[src/rtl/johnson_counter_param.sv]
// Parametrised Johnson/ring shift counter with direction, enable, parallel load,
// phase decode, wrap pulse and illegal-state flag.
// Optional build macro: JOHNSON_SELF_CORRECT_EN (illegal states/loads recover to the seed).
module johnson_counter_param #(
   parameter int unsigned WIDTH = 4,
   parameter int unsigned PW    = $clog2(2*WIDTH)
) (
   input  logic             clk,
   input  logic             clr,
   input  logic             en,
   input  logic             dir,
   input  logic             mode,
   input  logic             load,
   input  logic [WIDTH-1:0] load_val,
   output logic [WIDTH-1:0] q,
   output logic [WIDTH-1:0] qb,
   output logic [PW-1:0]    phase,
   output logic             wrap,
   output logic             illegal,
   output logic             fixed
);

   // Membership of v in the sequence of mode m (0 = Johnson, 1 = ring)
   function automatic logic is_legal(input logic [WIDTH-1:0] v, input logic m);
      logic [WIDTH-1:0] nv;
      logic             ok;
      nv = ~v;
      if (m) begin
         ok = (v != '0) && ((v & (v - WIDTH'(1))) == '0);
      end else begin
         // ones anchored at LSB (v = 2^k-1) or at MSB (~v = 2^k-1)
         ok = ((v & (v + WIDTH'(1))) == '0) || ((nv & (nv + WIDTH'(1))) == '0);
      end
      return ok;
   endfunction

   // Starting state of each mode
   function automatic logic [WIDTH-1:0] seed_of(input logic m);
      return m ? WIDTH'(1) : '0;
   endfunction

   // Step index of v within the sequence of mode m; illegal states decode to 0
   function automatic logic [PW-1:0] phase_of(input logic [WIDTH-1:0] v, input logic m);
      logic [PW-1:0] p;
      p = '0;
      if (is_legal(v, m)) begin
         if (m) begin
            for (int i = 0; i < int'(WIDTH); i++) begin
               if (v[i]) p = PW'(i);
            end
         end else if (!v[WIDTH-1]) begin
            p = PW'($countones(v));
         end else begin
            p = PW'(WIDTH) + PW'(int'(WIDTH) - $countones(v));
         end
      end
      return p;
   endfunction

   // One shift step of mode m in direction d (0 = toward MSB)
   function automatic logic [WIDTH-1:0] step_of(input logic [WIDTH-1:0] v,
                                                input logic m, input logic d);
      logic [WIDTH-1:0] n;
      if (!d) n = {v[WIDTH-2:0], (m ? v[WIDTH-1] : ~v[WIDTH-1])};
      else    n = {(m ? v[0] : ~v[0]), v[WIDTH-1:1]};
      return n;
   endfunction

   logic [WIDTH-1:0] q_q, q_d;
   logic [WIDTH-1:0] qb_q;
   logic             mode_q, mode_d;
   logic             wrap_q, wrap_d;
   logic             fixed_q, fixed_d;
   logic             legal_c;
   logic [PW-1:0]    phase_c;
   logic [PW-1:0]    last_c;

   // Decode of the current state against the registered mode
   always_comb begin
      legal_c = is_legal(q_q, mode_q);
      phase_c = phase_of(q_q, mode_q);
      last_c  = mode_q ? PW'(WIDTH - 1) : PW'(2*WIDTH - 1);
   end

   // Next state: mode change > load > self-correct > advance > hold
   always_comb begin
      mode_d  = mode_q;
      q_d     = q_q;
      wrap_d  = 1'b0;
      fixed_d = 1'b0;
      if (mode != mode_q) begin
         mode_d = mode;
         q_d    = seed_of(mode);
      end else if (load) begin
         q_d = load_val;
`ifdef JOHNSON_SELF_CORRECT_EN
         if (!is_legal(load_val, mode_q)) begin
            q_d     = seed_of(mode_q);
            fixed_d = 1'b1;
         end
`endif
      end
`ifdef JOHNSON_SELF_CORRECT_EN
      else if (!legal_c) begin
         q_d     = seed_of(mode_q);
         fixed_d = 1'b1;
      end
`endif
      else if (en) begin
         q_d    = step_of(q_q, mode_q, dir);
         wrap_d = legal_c && (dir ? (phase_c == '0) : (phase_c == last_c));
      end
   end

   // State registers with synchronous active-low clear to the seed of the mode input
   always_ff @(posedge clk) begin
      if (!clr) begin
         mode_q  <= mode;
         q_q     <= seed_of(mode);
         qb_q    <= ~seed_of(mode);
         wrap_q  <= 1'b0;
         fixed_q <= 1'b0;
      end else begin
         mode_q  <= mode_d;
         q_q     <= q_d;
         qb_q    <= ~q_d;
         wrap_q  <= wrap_d;
         fixed_q <= fixed_d;
      end
   end

   assign q       = q_q;
   assign qb      = qb_q;
   assign phase   = phase_c;
   assign wrap    = wrap_q;
   assign illegal = ~legal_c;
   assign fixed   = fixed_q;

endmodule

[config.mk]
export PLATFORM = sky130hd
export DESIGN_NAME = johnson_counter_param
export DESIGN_NICKNAME = d
export VERILOG_FILES = /design/src/rtl/johnson_counter_param.sv
export SDC_FILE = /design/constraint.sdc
export NUM_CORES = 1
export LEC_CHECK = 0
export CAP_MARGIN = 25
export CORE_AREA = 4 4 46 52
export DETAILED_ROUTE_END_ITERATION = 6
export DIE_AREA = 0 0 50 56
export PLACE_DENSITY = 0.81
export SLEW_MARGIN = 20
export SYNTH_ARGS = -nofsm -noshare
export SYNTH_HDL_FRONTEND = slang
export SYNTH_SLANG_ARGS = --single-unit
[constraint.sdc]
create_clock -name clk -period 3.1 [get_ports clk]
set_input_delay 0.62 -clock clk [delete_from_list [all_inputs] [get_ports clk]]
set_output_delay 0.62 -clock clk [all_outputs]
set_load 0.01 [all_outputs]
==> impl_metrics.yaml <==
timing:
  rsz0062_at_grt: "true"
  fmax_mhz: 327
  final-setup-viol-count: 0
  period_minus_slack_ps: 3060
  tns_ps: 0
  clock_skew_ps: 0.275
  period_share_pct: 98.6
  final-max-slew-violation-count: 0
  hold_viol: 0
  fin_ws_ps: 44.2
critical_path:
  crit_top_cell: "ha_4"
  worstSetupPathType: "reg2out"
  setup.worst_path.end_class: "output port"
  start_kind: "flip-flop"
  slowest_stage: "fa_1"
  cp.arrival_ps: 2440
  critPathMaxStageDelay_ps: 480
  crit_path_max_fanout: 2
  required_ps: 2480
  cp_cell_sequence: "fa_1 > ha_2 > ha_4 > inv_2 > ha_4 > mux2_4 > o22ai_4 > nor2_1 > buf_2"
cts:
  cts_buffers: 3
  cts_tree: "built"
  cts.sinks: 10
  cts.htree.levels: 1
  cts-root-buf: "clkbuf_4"
  cts_hold_buf: 0
  clk_pin_slew_ps: 70
  postCtsSetupBuffers: 0
  clock_latency_ps: 260
  cts_buffer_depth: 2
global_routing:
  met1_usage_pct: 16.9
  grt_max_degree: 14
  grt_pass1_vias: 732
  gr-max-usage-layer: "met2"
  grt_usage_pct: 14.6
  grt_pass1_wl_um: 3240
  grt_overflow_total: 0
  antenna_found_initial: 0
  grt_use_met2_pct: 25.9
  use_met3_pct: 2.14
logic_synthesis:
  synth_compound_area_share_pct: 18.9
  synth-xor-area-share_pct: 4.23
  synthTopCellsByArea: "dfxtp_1 22%, ha_1 11%, buf_6 4.1%"
  synth_edf_count: 1
  synth_top_cell_by_area: "dfxtp_1"
  synth_top_area_share_pct: 21.8
  yosys-mux-area-fraction_pct: 6.65
  syn_avg_cell_area_sq_um: 8.54
  synth_seq_area_share_pct: 25.4
  synth_top_family_by_area: "simple AND/OR/NAND/NOR gates"
  async_reset_ff_share_pct: 0
  syn_area_sq_um: 828
  synth_ff_type: "dfxtp_1"
  synth_seq_cells: 10
  synth_cell_types: 40
  synthAdderAreaFrac_pct: 13.0
  synth-simple-area-share_pct: 19.0
  syn_nets: 115
  netlist_instances: 97
  yosysWarnings: 0
routing:
  num_vias: 768
  wire_per_inst_um: 13.6
  first_pass_iters: 4
  ant_nets: 0
  routed_wl_um: 2070
  drt_iter0_drc: 19
  drc: 0
  via_per_inst: 5.05
die:
  core_sq_um: 1940
  fp-row-count: 17
  die_w_um: 50
  fp.dieH_um: 56
  initial_utilization_pct: 42.8
  io_pins: 24
  die-area_sq_um: 2800
power_and_ir_drop:
  seq_power_share_pct: 31.5
  ir_drop_mv: 0.419
  internal-power_uw: 305
  leakagePower_uw: 0.000477
  power.density_nw_per_um2: 405
  pwr-share-clk_pct: 20.5
  switchingPower_uw: 162
  p_comb_share_pct: 48.0
  switching_share_pct: 34.6
placement:
  pre_cts_ws_ps: -133
  place_congestion: 0.846
  dp_hpwl_um: 1510
  port_buffers: 22
min_path:
  hold_class: "reg2reg"
run_status:
  status: "complete, no violations"
cells_and_area:
  nNetsFinal: 143
  n_antenna_cell: 0
  drive_gt1_share_pct: 26.6
  layout_common_cells: "19 x clkdlybuf4s50_1, 9 x buf_4, 8 x nand2_1"
  synthToLayoutAreaGrowth_pct: 39.3
  final_common_cell: "clkdlybuf4s50_1"
run:
  drv_cap: 0
-- per-layer routing --
metal  up-vias  wire length, um
li1        385                -
met1       355              851
met2        26             1110
met4         0               17
met5         -                0
met3         2               93
-- state kept, by name, summed over array words and instances, names as in the netlist --
signal,count
wrap,1
q,4
mode_q,1
qb,4
-- timing repair --
action,4_1_cts,5_1_grt
pin swaps,1,4
setup endpoints to repair,3,2
cloned,0,0
gates resized for setup,13,6
-- cell families (layout without fill, tap and decap cells) --
| kind of cell | count (synthesis) | in the layout |
|---|---|---|
| compound gates | 20 | 20 |
| xor+xnor | 4 | 4 |
| fa+ha+maj | 8 | 8 |
| buf+inv | 18 | 45 |
| flops | 10 | 10 |
| mux | 5 | 5 |
| other cells | 1 | 1 |
| simple gates | 31 | 31 |
-- power by group through the flow --
stage	logic (uW)	registers [uW]	clock network (uW)
5_1_grt	243	149	104
2_1_floorplan	118	156	0
6_report	224	147	95.7
3_3_place_gp	199	149	0
3_5_place_dp	206	149	0
4_1_cts	207	147	98.6
-- cell usage after synthesis, types with 2 or more instances --
library cell and n:
dfxtp_1 9, inv_1 8, nand2_1 8, ha_1 7, nor2_1 6, nor3_1 5, a21oi_1 4, buf_4 3
buf_6 3, mux2i_1 3, xnor2_1 3, a2111oi_1 2, a211oi_1 2, inv_2 2, nand2b_1 2, nand3_1 2
nor2b_1 2, o211ai_1 2, o21ai_0 2, or2_2 2
-- final cells by class --
cell class,instances,area [sq um]
fillers,164,782
multi-input cells,69,566
repair buffers,31,277
flip-flops and latches,10,213
inverters,10,37.5
well taps,28,35.0
clock buffers,4,26.3
-- worst max-delay path: cells and delay by family, from the launching register on --
family          cells  cell delay [ps]
fa+ha+maj           4             1160
flops               1              340
mux                 1              270
buf+inv             2              190
compound gates      1              170
simple gates        1               50
-- per-stage QoR --
stage / std cells / power [uW] / cell area, sq um / utilization (%) / hold WS, ps
floorplan: 97 / 273 / 828 / - / 667
global placement: 148 / 348 / 1090 / 56.1 / 846
detailed placement: 148 / 355 / 1090 / 56.1 / 848
CTS: 152 / 452 / 1110 / 57.6 / 864
global route: 152 / 496 / 1150 / 59.6 / 900
finish: 152 / 467 / 1150 / 59.6 / 864
-- worst paths after layout --
kind	end	cells after the start	startpoint	slack, ps
setup / recovery	phase[1]	9	q[1]$_SDFF_PN0_	40
hold / removal	qb[0]$_DFF_P_	3	q[0]$_DFF_P_	860
setup reg to reg	wrap$_SDFF_PP0_	11	q[1]$_SDFF_PN0_	380
hold reg to reg	qb[0]$_DFF_P_	3	q[0]$_DFF_P_	860
(Power assumes the default switching activity.)
